File: src/rtl/priority_req_sched.sv
// Request scheduler in front of a 4-bit priority circuit: sticky pending bits,
// latched one-hot grant offered over valid/ready, then a programmable hold-off.
module priority_req_sched #(
    parameter int HOLD_CYCLES = 2
) (
    input  logic       clk,
    input  logic       reset,
    input  logic [3:0] req_i,
    output logic [3:0] pend_o,
    input  logic [3:0] y_i,
    output logic       gnt_valid,
    input  logic       gnt_ready,
    output logic [3:0] gnt_onehot,
    output logic [1:0] gnt_idx,
    output logic       busy,
    output logic       overflow
);

    localparam logic [3:0] HOLD_LOAD = 4'(HOLD_CYCLES);

    typedef enum logic [1:0] {
        IDLE  = 2'd0,
        OFFER = 2'd1,
        HOLD  = 2'd2
    } state_t;

    state_t     state;
    state_t     state_nxt;
    logic [3:0] hold_cnt;
    logic [3:0] hold_cnt_nxt;
    logic [3:0] clr;
    logic       accept;
    logic       latch;

    function automatic logic [1:0] enc(input logic [3:0] oh);
        logic [1:0] idx;
        if (oh[3])
            idx = 2'd3;
        else if (oh[2])
            idx = 2'd2;
        else if (oh[1])
            idx = 2'd1;
        else
            idx = 2'd0;
        return idx;
    endfunction

    always_comb begin
        state_nxt    = state;
        hold_cnt_nxt = hold_cnt;
        latch        = 1'b0;
        accept       = 1'b0;
        case (state)
            IDLE: begin
                if (pend_o != 4'd0) begin
                    latch     = 1'b1;
                    state_nxt = OFFER;
                end
            end
            OFFER: begin
                if (gnt_ready) begin
                    accept       = 1'b1;
                    hold_cnt_nxt = HOLD_LOAD;
                    state_nxt    = (HOLD_CYCLES == 0) ? IDLE : HOLD;
                end
            end
            HOLD: begin
                // Leaving at a count of 1 makes HOLD last exactly HOLD_CYCLES cycles.
                if (hold_cnt <= 4'd1) begin
                    hold_cnt_nxt = 4'd0;
                    state_nxt    = IDLE;
                end else begin
                    hold_cnt_nxt = hold_cnt - 4'd1;
                end
            end
            default: begin
                state_nxt    = IDLE;
                hold_cnt_nxt = 4'd0;
            end
        endcase
    end

    // A same-cycle re-request beats the clear, so it is neither lost nor an overflow.
    assign clr = accept ? gnt_onehot : 4'd0;

    always_ff @(posedge clk or posedge reset) begin
        if (reset) begin
            state    <= IDLE;
            hold_cnt <= 4'd0;
            pend_o   <= 4'd0;
            overflow <= 1'b0;
        end else begin
            state    <= state_nxt;
            hold_cnt <= hold_cnt_nxt;
            pend_o   <= (pend_o & ~clr) | req_i;
            overflow <= |(req_i & pend_o & ~clr);
        end
    end

    always_ff @(posedge clk or posedge reset) begin
        if (reset) begin
            gnt_onehot <= 4'd0;
            gnt_idx    <= 2'd0;
        end else if (latch) begin
            gnt_onehot <= y_i;
            gnt_idx    <= enc(y_i);
        end
    end

    assign gnt_valid = (state == OFFER);
    assign busy      = (state != IDLE);

endmodule

File: config.mk
export PLATFORM = sky130hd
export DESIGN_NAME = priority_req_sched
export DESIGN_NICKNAME = d
export VERILOG_FILES = /design/src/rtl/priority_req_sched.sv
export SDC_FILE = /design/constraint.sdc
export NUM_CORES = 1
export LEC_CHECK = 0
export ABC_AREA = 1
export BUFFER_PORTS_ARGS = -buffer_cell sky130_fd_sc_hd__buf_2
export CORE_MARGIN = 4
export CORE_UTILIZATION = 40
export CTS_BUF_LIST = sky130_fd_sc_hd__clkbuf_8
export DETAILED_ROUTE_END_ITERATION = 10
export SETUP_SLACK_MARGIN = 0.02
export SYNTH_ARGS = -nofsm -noshare
export SYNTH_HDL_FRONTEND = slang
export SYNTH_SLANG_ARGS = --single-unit
File: constraint.sdc
create_clock -name clk -period 1.3 [get_ports clk]
set_input_delay 0.26 -clock clk [delete_from_list [all_inputs] [get_ports clk]]
set_output_delay 0.26 -clock clk [all_outputs]
set_load 0.05 [all_outputs]
==> impl.org, run 1 <==
** Clock tree
- Insertion delay of the later-clocked pin in the worst-skew pair :: 0.26 ns
- After clock tree synthesis, the clock-pin slew on the worst setup and hold paths is 0.07 ns.
- Clock Sink Count :: 17
- Buffers inserted during clock tree synthesis total 3.
- CTS built an H-tree with a depth of 1.
- Maximum root-to-sink buffer count :: 2
- TritonCTS built the clock tree.
- The root buffer cell chosen for the clock tree is sky130_fd_sc_hd__clkbuf_8.

** Global routing
- Wire length of the first global-routing pass :: 3770 um
- Via count of the first global-routing pass :: 862
- The initial antenna violation count was 0.
- Global routing used 14.9% of the available tracks.
- Largest net degree at the start of global routing :: 18
- Summed over all layers, the global routing overflow is 0.

** Detailed routing
- Detailed-route wire length :: 2280 um
- After detailed routing, the number of remaining DRC violations is 0.
- Routed length on met2 :: 1200 um
- Met3 wire len :: 64 um
- The detail route stage leaves a number of antenna-violating nets equal to 0.
- The first routing iteration left 23 violations.
- Vias after detailed routing :: 892
- Highest metal layer with signal wires :: met4
- Per-cell routed wire length :: 11.9 um
- Number of search-and-repair iterations in the first detailed-routing pass :: 4
- Post-detailed-route via-to-cell ratio :: 4.67
- In the final routing, the length of wire on met1 measures 996 um.

** Floorplan
- Chip height :: 56.6 um
- The floorplan has 17 rows.
- After floorplanning, the core was sized to cover 2230 um2.
- The die is 56.6 um wide.
- For this configuration, the core starts out at a cell density of 42.4%.
- The die covers 3210 um2.
- Number of ports placed on the die boundary :: 24

** Logic synthesis
- In this run the biggest area consumer among cell types represents 45.0% of the synthesized area.
- The synthesized netlist contains 19 unique library cells.
- Count of yosys warnings during synthesis :: 0
- Counting every instance in the synthesized netlist gives 118.
- After synthesis, flip-flops and latches occupy 45.0% of the total area.
- Cell accounting for the most synthesized area :: sky130_fd_sc_hd__dfrtp_1
- Synthesis produced a netlist with a net count of 135.
- After synthesis the netlist holds a flip-flop and latch count of 17.
- In the post-synthesis netlist, the biggest area contributors are sky130_fd_sc_hd__dfrtp_1 (45%), sky130_fd_sc_hd__nand2_1 (15%), sky130_fd_sc_hd__ha_1 (7.9%).
- Summing every instance area after synthesis gives 946 um2.
- Averaged over all synthesized cells, the footprint is 8.02 um2.

** Cells and area
- From synthesis to final layout, the design area changed by 52.2%.
- Summing all multi-input logic gate instances after layout gives 566 um2.
- In the final layout, flip-flops and latches occupy 428 um2.
- Most frequent standard cell in the layout excluding fill and tap cells :: sky130_fd_sc_hd__nand2_1
- Cells with a size suffix above 1 make up 45.4% of the layout.
- Filler cells :: 207
- The library cells used most frequently in the layout, excluding fill and tap cells, are sky130_fd_sc_hd__nand2_1 (36), sky130_fd_sc_hd__buf_2 (21), sky130_fd_sc_hd__dfrtp_1 (15), sky130_fd_sc_hd__buf_4 (14), sky130_fd_sc_hd__inv_1 (12).
- The number of antenna diodes in the final layout is 0.
- In the final design database the tool counted 181 nets.

** Power
- Dividing total power by cell area gives a power density of 2620 nW/um2.
- Worst IR Drop VDD :: 1780 uV
- In this run the static leakage power is 0.743 nW.

** Worst setup path
- In this run the worst path has a maximum fanout of 2.
- Critical path type :: flop to primary output
- STA classifies the critical path startpoint as a flop.
- Worst endpoint data arrival time :: 1.12 ns
- STA classifies the critical path endpoint as a primary output.
- Data on the critical path is required at its endpoint by 1.04 ns.

** Timing
- Min Clock Period, post-route :: 1.38 ns
- Slew headroom :: 83.2%
- Period Utilization, post-route :: 106%
- Based on the critical path, the design can be clocked at up to 726 MHz.
- For the final database, setup skew stands at 0.00150 ns.
- RSZ-0062 raised after global routing :: true
- For the pin with the worst max-slew slack, the measured transition is 0.254 ns.
- The number of failing hold endpoints at the final stage came to 0.
- Fin. max-slew vios :: 0
- Once routing completed, OpenROAD measured the worst setup slack at -0.0777 ns.
- Hold timing on the final database bottoms out at a slack of 0.00628 ns.
- Setup violations remaining at the end of the flow were counted as 8.

** Place
- OpenSTA, run right after detailed placement, puts the worst setup slack at -0.0236 ns.
- The congestion estimate from routability-driven global placement came to 0.758.
- Hpwl dp :: 1570 um
- During placement, the flow inserted port buffers numbering 23.

** Run status
- The checks that failed: setup timing.
- Status :: finished with violations

** Job
- The tool flagged a number of max-cap violations equal to 0.

** Worst hold path
- Worst hold path type :: input pin to asynchronous set/reset pin
worst paths after layout:
path                            start          end  slack, ns  depth (start not counted)
setup reg to reg             state[0]  hold_cnt[0]      -0.04                          8
hold / removal                  reset  hold_cnt[0]      0.006                          3
hold reg to reg            gnt_idx[0]   gnt_idx[0]       0.49                          2
min in group clk             req_i[3]    pend_o[3]       0.20                          2
max in group asynchronous       reset    pend_o[3]       1.09                          3
setup / recovery             state[0]    gnt_valid      -0.08                          3
flip-flops by register name, indices dropped and copies added (netlist names):
| name | count |
|---|---|
| gnt_onehot | 4 |
| hold_cnt | 4 |
| pend_o | 4 |
| gnt_idx | 2 |
| state | 2 |
| overflow | 1 |
synthesized netlist by cell type:
library cell and number:
sky130_fd_sc_hd__nor2_1 6, sky130_fd_sc_hd__or2_1 2, sky130_fd_sc_hd__nand2_2 1, sky130_fd_sc_hd__a21o_1 2
sky130_fd_sc_hd__nand4_1 2, sky130_fd_sc_hd__inv_2 2, sky130_fd_sc_hd__o21ai_0 3, sky130_fd_sc_hd__inv_1 16
sky130_fd_sc_hd__nand2_1 39, sky130_fd_sc_hd__o21bai_2 1, sky130_fd_sc_hd__a21oi_1 1, sky130_fd_sc_hd__nand2_4 1
sky130_fd_sc_hd__nor2_4 1, sky130_fd_sc_hd__nand2_8 1, sky130_fd_sc_hd__dfrtp_1 17, sky130_fd_sc_hd__inv_4 1
sky130_fd_sc_hd__nand3b_1 1, sky130_fd_sc_hd__ha_1 6, sky130_fd_sc_hd__nand3_1 15
where the power goes:
group          switching, mW  total [mW]  internal (mW)
clock                  0.194       0.407          0.213
sequential             0.149       0.864          0.716
combinational           1.51        2.50          0.981
final cells by class:
type,instances,share of cell area (%)
multi-input cells,82,39.3
well taps,28,2.43
clock buffers,3,2.87
repair buffers,41,20.1
inverters,19,5.30
clock inverters,1,0.348
flip-flops and latches,17,29.7
through the flow:
step / utilization [%] / power, mW / instance area [um2] / setup TNS [ns] / cells
after floorplan: - / 2.30 / 966 / 0 / 118
after global placement: 52.7 / 2.76 / 1180 / 0 / 177
after detailed placement: 52.7 / 2.78 / 1180 / -0.0482 / 177
after CTS: 60.2 / 3.53 / 1350 / -0.128 / 188
after global routing: 64.5 / 4.05 / 1440 / -0.934 / 191
final: 64.5 / 3.77 / 1440 / -0.285 / 191
logic make-up (layout without fill, tap and decap cells):
logic type               after synthesis  after routing  share of synthesized area [%]
AO/OA/AOI/OAI                          7              7                           4.89
AND/OR/NAND/NOR                       69             69                           34.4
buffers and inverters                 19             64                           7.81
adder cells (fa/ha/maj)                6              6                           7.94
flip-flops                            17             17                           45.0
worst max-delay path, cell delays in order, from the launching register on:
cell and delay (ns):
sky130_fd_sc_hd__dfrtp_1 0.41, sky130_fd_sc_hd__buf_6 0.14, sky130_fd_sc_hd__ha_4 0.16, sky130_fd_sc_hd__buf_8 0.15
metal layers:
| metal | vias to the layer above | global-route usage (%) |
|---|---|---|
| met5 | - | 0 |
| met4 | 0 | 5.08 |
| met3 | 2 | 3.45 |
| met2 | 14 | 24.9 |
| met1 | 415 | 18.6 |
| li1 | 461 | - |
what timing repair did:
item                                   CTS  global route
endpoints found under the hold margin    0             0
hold buffers                             0             0
buffers inserted                         7             3
setup endpoints to repair                6            13
pin swaps                                9            13
gates resized for setup                 16            18
gates cloned                             0             0
No activity file was read; power rests on OpenSTA's default activity.
==> run 2: changes to the inputs <==
--- a/config.mk
+++ b/config.mk
@@ -5,11 +5,11 @@
 export SDC_FILE = /design/constraint.sdc
 export NUM_CORES = 1
 export LEC_CHECK = 0
-export ABC_AREA = 1
 export BUFFER_PORTS_ARGS = -buffer_cell sky130_fd_sc_hd__buf_2
 export CORE_MARGIN = 4
 export CORE_UTILIZATION = 40
 export CTS_BUF_LIST = sky130_fd_sc_hd__clkbuf_8
+export CTS_CLUSTER_DIAMETER = 60
 export DETAILED_ROUTE_END_ITERATION = 10
 export SETUP_SLACK_MARGIN = 0.02
 export SYNTH_ARGS = -nofsm -noshare
==> impl.org, run 2 <==
** Cells and area
- The count of fill cells added during filler insertion was 142 (-31%).
- The final-stage net count was 150 (-17%).
- Highest-count cells in the layout ignoring fill and taps :: sky130_fd_sc_hd__buf_4 (23), sky130_fd_sc_hd__buf_2 (17), sky130_fd_sc_hd__dfrtp_1 (14), sky130_fd_sc_hd__buf_6 (8), sky130_fd_sc_hd__inv_2 (5)
- The fraction of the core area covered by cells at the end of the flow was 73.1% (+8.6 points).
- Flip-flop and latch area :: 429 um2 (+0.29%)
- Antenna diodes :: 0 (unchanged)
- Most frequent standard cell in the layout excluding fill and tap cells :: sky130_fd_sc_hd__buf_4
- The area occupied by multi-input gates was 547 um2 (-3.3%).
- The fraction of final layout cells with drive strength greater than 1 is 65.9% (+21 points).
- Compared with the post-synthesis result, the final layout area differs by 70.1%.
- Regs by FF count :: gnt_onehot x4, hold_cnt x4, pend_o x4

** Logic synthesis
- Post-synthesis instance total :: 79 (-33%)
- Share of cell area taken by muxes after synthesis :: 6.40% (+6.4 points)
- The count of different cell masters after synthesis was 24 (+5).
- Sequential area share after synthesis :: 49.4% (+4.4 points)
- Among all flip-flop cells after synthesis, the most frequent one is sky130_fd_sc_hd__dfrtp_1.
- The area of the mapped netlist was 861 um2 (-9.0%).
- After synthesis, the largest family of logic cells by area is compound AO/OA/AOI/OAI gates.
- Fraction of registers with async set or reset after synthesis :: 100% (unchanged)
- Count of yosys warnings during synthesis :: 0 (unchanged)
- Dominant cell by count in the synthesized netlist :: sky130_fd_sc_hd__dfrtp_1
- Cell accounting for the most synthesized area :: sky130_fd_sc_hd__dfrtp_1
- The fraction of post-synthesis cell area in the top cell type by area is 49.4% (+4.4 points).
- The share of synthesized cell area in full adder, half adder and majority cells was 8.72% (+0.78 points).
- Synth Area in Compound Gates :: 15.7% (+11 points)
- Synth Area in Simple Gates :: 15.0% (-19 points)
- Flip-flop and latch count after synthesis :: 17 (unchanged)
- Number of nets in the synthesized netlist :: 96 (-29%)
- Top cells by area, synth :: sky130_fd_sc_hd__dfrtp_1 (49%), sky130_fd_sc_hd__ha_1 (8.7%), sky130_fd_sc_hd__nand3_1 (5.2%)
- The xor/xnor cell area share of the yosys netlist was 0% (unchanged).
- Most frequent cells after synthesis :: sky130_fd_sc_hd__dfrtp_1 (17), sky130_fd_sc_hd__nand3_1 (9), sky130_fd_sc_hd__inv_1 (8)
- The mean instance size in the synthesized netlist came to 10.9 um2 (+36%).
- Number of enable flip-flop cells after synthesis :: 0 (unchanged)

** Timing
- Setup repair after global routing could not meet its margin everywhere.
- Max Fclk :: 645 MHz (-11%)
- Final setup margin :: -0.251 ns (-0.174 ns)
- Clock Skews :: 0.00357 ns (+0.00207 ns)
- The number of failing hold endpoints at the final stage was 1 (+1).
- Slew headroom :: 75.3% (-7.9 points)
- Min Clock Period, post-route :: 1.55 ns (+0.174 ns)
- Final setup viols :: 11 (+3)
- The share of the clock period used by the worst path was 119% (+13 points).
- The count of final max-slew check failures was 0 (unchanged).
- Worst Tran Pin Value :: 0.365 ns (+0.111 ns)
- Worst hold slack after final layout :: -0.00107 ns (-0.00735 ns)

** Run status
- The final reports fail on hold timing, setup timing.
- The run finished, with violations left.

** Power
- The maximum ir drop on the vdd rail is 1700 uV (-4.6%).
- The proportion of power drawn by flip-flops and latches was 23.7% (+0.8 points).
- Reported net switching power :: 1.73 mW (-7.0%)
- The leakage power of the design is 0.695 nW (-6.4%).
- The switching share of power came to 46.0% (-3.3 points).
- The overall power of the completed layout came to 3.76 mW (-0.31%).
- The combinational power share was 65.7% (-0.5 points).
- The total internal power came to 2.03 mW (+6.2%).
- Clock network fraction of total power :: 10.6% (-0.2 points)
- Power density cells :: 2570 nW/um2 (-1.9%)

** Detailed routing
- The DRC violation count after routing came to 0 (unchanged).
- The via count came to 797 (-11%).
- The final wirelength came to 2170 um (-5.0%).
- Number of search-and-repair iterations in the first detailed-routing pass :: 6 (+2)
- The number of vias per cell is 5.01 (+7.3%).
- Routed Antenna Nets :: 0 (unchanged)
- Per-cell routed wire length :: 13.6 um (+14%)
- Number of violations reported at the end of detailed-routing iteration 0 :: 13 (-43%)

** Worst setup path
- Required time worst endpoint :: 1.49 ns (+0.45 ns)
- STA classifies the critical path startpoint as a flop.
- STA classifies the critical path endpoint as a flop.
- Critical path type :: flop to flop
- Critical Path Fanout Max :: 4 (+2)
- Worst endpoint data arrival time :: 1.74 ns (+0.62 ns)

** Clock tree
- TritonCTS Buffers :: 3 (unchanged)
- The buffer depth of the longest clock path is 2 (unchanged).
- Register clock-pin slew on the reported worst setup and hold paths :: 0.07 ns (about the same)
- CTS Root Buffer Type :: sky130_fd_sc_hd__clkbuf_8
- Clock Sink Count :: 17 (unchanged)
- The H-tree level count came to 1 (unchanged).
- TritonCTS clock tree :: yes
- The clock latency on the worst-skew pair was 0.25 ns (about the same).

** Place
- The count of port buffers added during placement was 23 (unchanged).
- The half-perimeter wire length after placement was 1470 um (-6.6%).
- The final RePlAce weighted congestion is 0.768 (+1.3%).
- The setup slack at placement came to -0.234 ns (-0.210 ns).

** Global routing
- The initial antenna violation count is 0 (unchanged).
- Wire length of the first global-routing pass :: 3420 um (-9.2%)
- The maximum number of pins on one net before global-route repair was 18 (unchanged).
- The leftover overflow at the end of global routing was 0 (unchanged).
- Via count of the first global-routing pass :: 790 (-8.4%)
- All-Layer GR Usage :: 16.2% (+1.4 points)

** Worst hold path
- Worst hold path type :: input pin to asynchronous set/reset pin

** Floorplan
- The total die area was 2960 um2 (-7.8%).
- The number of top-level design ports is 24 (unchanged).
- The die span in x was 54.4 um (-4.0%).
- Placeable core region :: 2000 um2 (-10%)
- The starting density of the core is 43.0% (+0.65 points).
- The number of rows in the core area is 16 (-1).
- Chip height :: 54.4 um (-4.0%)

** Job
- Total of max-cap violations :: 0 (unchanged)
## run 2: changes by cell type in the layout (fill, tap and decap cells not counted), sizes merged, moves of 4 or more
| cell | before | now |
|---|---|---|
| nand2 | 42 | 4 |
| mux2 | 0 | 4 |
| nand3 | 15 | 9 |
| inv | 19 | 8 |
| buf | 41 | 50 |
| nor2 | 7 | 3 |
## run 2: power by group through the flow
stage | logic [mW] | registers [mW] | clock network (mW)
global placement | 1.77 | 0.856 | 0
floorplan | 0.837 | 1.30 | 0
detailed placement | 1.78 | 0.867 | 0
finish | 2.47 | 0.889 | 0.398
CTS | 2.22 | 0.853 | 0.412
global route | 2.64 | 0.908 | 0.439
## run 2: kinds of logic after synthesis
| kind of cell | count (synthesis) |
|---|---|
| adders and majority gates | 6 |
| buffers and inverters | 9 |
| AOI/OAI and AO/OA | 19 |
| muxes | 5 |
| and+or+nand+nor | 23 |
| DFF | 17 |
## run 2: metal layers
metal / vias up / wire length, um / global-route usage, %
met3: 2 / 73 / 2.45
met5: - / 0 / 0
met2: 14 / 1240 / 29.7
met1: 395 / 849 / 18.3
met4: 0 / 7 / 7.47
li1: 386 / - / -
## run 2: worst paths after layout
check                           slack [ns]  cells past startpoint         from             to
min in group clk                      0.21                      2     req_i[0]      pend_o[0]
worst max-delay path                 -0.25                      7  hold_cnt[1]       state[0]
worst max register to register       -0.25                      7  hold_cnt[1]       state[0]
max in group asynchronous             1.10                      3        reset      pend_o[2]
worst min-delay path                -0.001                      3        reset  gnt_onehot[0]
worst min register to register        0.49                      2   gnt_idx[1]     gnt_idx[1]
## run 2: cell type report
class,instances,share of cell area (%)
inverters,8,2.05
clock inverters,1,0.342
flip-flops and latches,17,29.3
multi-input cells,53,37.4
repair buffers,50,25.8
well taps,27,2.31
clock buffers,3,2.82
## run 2: worst max-delay path: stages (launching register included)
cell                      delay, ns
sky130_fd_sc_hd__dfrtp_1       0.39
sky130_fd_sc_hd__inv_2         0.09
sky130_fd_sc_hd__ha_1          0.16
sky130_fd_sc_hd__nor2_2        0.04
sky130_fd_sc_hd__o31a_1        0.26
sky130_fd_sc_hd__buf_4         0.16
sky130_fd_sc_hd__o31ai_2       0.22
sky130_fd_sc_hd__o31a_1        0.17
## run 2: what timing repair did
| item | CTS | global route |
|---|---|---|
| setup endpoints to repair | 18 | 22 |
| hold buffers | 0 | 0 |
| hold endpoints to repair | 0 | 0 |
| pin swaps | 3 | 13 |
| gates resized for setup | 22 | 23 |
| setup buffers | 9 | 3 |
| gates cloned | 0 | 0 |
## run 2: metrics by stage
stage	instance area, um2	hold WS [ns]	TNS, ns	cells
2_1_floorplan	902	0.186	-1.22	79
3_3_place_gp	1160	0.281	-1.75	144
3_5_place_dp	1160	0.279	-2.08	144
4_1_cts	1350	0.00571	-1.58	156
5_1_grt	1460	0.0116	-2.10	159
6_report	1460	-0.00107	-1.37	159
==> run 3: changes to the inputs <==
--- a/config.mk
+++ b/config.mk
@@ -15,3 +15,4 @@
 export SYNTH_ARGS = -nofsm -noshare
 export SYNTH_HDL_FRONTEND = slang
 export SYNTH_SLANG_ARGS = --single-unit
+export TNS_END_PERCENT = 20
==> impl.org, run 3 (synthesis results as in run 2) <==
** Power
- The leakage power of the design is 0.623 nW (-10%).
- The overall power of the completed layout came to 3.42 mW (-9.1%).
- Power density cells :: 2560 nW/um2 (-0.27%)
- The maximum ir drop on the vdd rail was 1870 uV (+10%).

** Clock tree
- Clock Sink Count :: 17 (unchanged)
- Register clock-pin slew on the reported worst setup and hold paths :: 0.07 ns (about the same)
- CTS Root Buffer Type :: sky130_fd_sc_hd__clkbuf_8
- The hold buffer count at CTS was 0 (unchanged).
- TritonCTS Buffers :: 3 (unchanged)
- TritonCTS built the clock tree.
- The clock latency on the worst-skew pair came to 0.25 ns (about the same).
- The H-tree level count came to 1 (unchanged).
- Maximum root-to-sink buffer count :: 2 (unchanged)

** Detailed routing
- The via count came to 731 (-8.3%).
- The count of nets left with antenna violations after detail routing came to 0 (unchanged).
- Number of search-and-repair iterations in the first detailed-routing pass :: 4 (-2)
- Post-route DRC :: 0 (unchanged)
- Per-cell routed wire length :: 13.9 um (+1.7%)
- The count of routing violations after the opening detailed-route iteration is 4 (-9).
- The number of vias per cell is 4.87 (-2.8%).
- Detailed-route wire length :: 2080 um (-4.1%)

** Timing
- The relative max-transition margin came to 75.1% (-0.15 points).
- Worst Tran Pin Value :: 0.368 ns (+0.00224 ns)
- Max Fclk :: 620 MHz (-3.8%)
- The count of final max-slew check failures is 0 (unchanged).
- The clock skew after layout came to 0.00357 ns (-0.000000520 ns).
- Final setup margin :: -0.313 ns (-0.0615 ns)
- Min Clock Period, post-route :: 1.61 ns (+0.0615 ns)
- Period Utilization, post-route :: 124% (+4.7 points)
- RSZ-0062 raised after global routing :: true
- The total setup violations reported at the end of the flow came to 11 (unchanged).
- The number of failing hold endpoints at the final stage is 0 (-1).

** Place
- The total placed instance area is 1140 um2 (-1.9%).
- I/O Buffers :: 23 (unchanged)
- Hpwl dp :: 1490 um (+1.2%)
- The number of cells after detailed placement was 143 (-0.69%).
- The setup slack at placement was -0.287 ns (-0.0531 ns).
- The final RePlAce weighted congestion is 0.721 (-6.0%).

** Floorplan
- The starting density of the core was 43.0% (unchanged).
- The number of top-level design ports came to 24 (unchanged).
- The height of the die was 54.4 um (unchanged).
- The number of rows in the core area was 16 (unchanged).
- Die Footprint :: 2960 um2 (unchanged)
- The die span in x was 54.4 um (unchanged).
- Placeable core region :: 2000 um2 (unchanged)

** Worst setup path
- Worst endpoint data arrival time :: 1.75 ns (about the same)
- STA classifies the critical path endpoint as a flop.
- The required time at the endpoint of the critical path is 1.43 ns (-0.06 ns).
- In this run the critical register-to-register path is launched from hold_cnt[1].
- The reg-to-reg setup timing slack was -0.31 ns (-0.06 ns).
- Worst Setup SP :: hold_cnt[1]
- The worst stage delay on the critical path came to 0.39 ns (about the same).
- The critical path is of the flop to flop type.
- Cells along the critical path :: inv_2 -> ha_4 -> nor2_2 -> o31a_1 -> a211oi_2 -> mux2_4
- For this design, the slowest cell found on the critical path is sky130_fd_sc_hd__dfrtp_1.
- CP startpoint kind :: flop
- Critical Path Fanout Max :: 3 (-1)

** Cells and area
- Highest-count cells in the layout ignoring fill and taps :: sky130_fd_sc_hd__buf_2 (18), sky130_fd_sc_hd__buf_4 (17), sky130_fd_sc_hd__dfrtp_1 (14), sky130_fd_sc_hd__nand3_1 (8), sky130_fd_sc_hd__buf_6 (5)
- Layout cells sized above 1 :: 56.1% (-9.8 points)
- The largest registers in the layout are gnt_onehot x4, hold_cnt x4, pend_o x4.
- Most frequent standard cell in the layout excluding fill and tap cells :: sky130_fd_sc_hd__buf_2
- Antenna diodes :: 0 (unchanged)
- The final design instance area without fill is 1340 um2 (-8.8%).
- The count of fill cells added during filler insertion is 162 (+14%).
- Compared with the post-synthesis result, the final layout area differs by 55.1%.
- The final-stage net count came to 141 (-6.0%).
- The non-filler instance count after layout is 150 (-5.7%).

** Global routing
- The overall routing resource usage came to 15.9% (-0.32 points).
- Largest net degree at the start of global routing :: 18 (unchanged)
- Wire length of the first global-routing pass :: 3260 um (-4.6%)
- The initial antenna violation count came to 0 (unchanged).
- The leftover overflow at the end of global routing was 0 (unchanged).
- The number of global-route vias before repair is 778 (-1.5%).

** Run status
- Status :: finished with violations
- The checks that failed: setup timing.

** Worst hold path
- The worst hold path belongs to the class input pin to asynchronous set/reset pin.

** Job
- Total of max-cap violations :: 0 (unchanged)
run 3: changes by cell type in the layout (fill, tap and decap cells not counted), sizes merged:
cell      delta
clkinv       -1
buf          -9
clkinvlp     +1
run 3: report_power, final:
part | leakage (nW) | total (mW) | switching [mW] | internal (mW)
Sequential | 0.195 | 0.874 | 0.159 | 0.714
Combinational | 0.406 | 2.15 | 1.28 | 0.874
Clock | 0.0217 | 0.393 | 0.178 | 0.215
run 3: worst max-delay path: cells and delay by family, from the launching register on:
family / cells / cell delay (ns)
adder cells (fa/ha/maj): 1 / 0.14
flip-flops: 1 / 0.39
buffers and inverters: 1 / 0.11
multiplexers: 1 / 0.33
AND/OR/NAND/NOR: 1 / 0.04
AO/OA/AOI/OAI: 2 / 0.48
run 3: per-layer routing:
| metal | GRT usage (%) | up-vias | part of all wire [%] |
|---|---|---|---|
| li1 | - | 371 | - |
| met5 | 0 | - | 0 |
| met2 | 27.1 | 16 | 53 |
| met4 | 6.22 | 0 | 0.34 |
| met3 | 5.99 | 2 | 5.0 |
| met1 | 17.9 | 342 | 41 |
run 3: final timing paths:
path	endpoint	cells past startpoint
worst max-delay path	state[1]	6
worst min-delay path	hold_cnt[3]	3
worst max register to register	state[1]	6
worst min register to register	gnt_idx[1]	2
max in group asynchronous	pend_o[0]	3
min in group clk	pend_o[1]	2
run 3: final cells by class:
cell class | count | area [um2] | share of cell area [%]
repair buffers | 41 | 289 | 21.6
clock buffers | 3 | 41.3 | 3.09
multi-input cells | 53 | 504 | 37.8
flip-flops and latches | 17 | 429 | 32.1
well taps | 27 | 33.8 | 2.53
inverters | 8 | 30.0 | 2.25
clock inverters | 1 | 7.51 | 0.562
run 3: timing repair:
item / 4_1_cts / 5_1_grt
setup buffers: 2 / 2
setup endpoints to repair: 17 / 15
gates resized for setup: 26 / 7
pin swaps: 3 / 2
run 3: metrics by stage:
step                      TNS, ns  util [%]  hold slack [ns]
final                       -1.72      66.7          0.00267
after global routing        -2.30      66.7           0.0175
after CTS                   -1.66      65.1         0.000964
after detailed placement    -2.40      56.8            0.280
after global placement      -1.95      56.8            0.280
after floorplan             -1.41         -            0.186
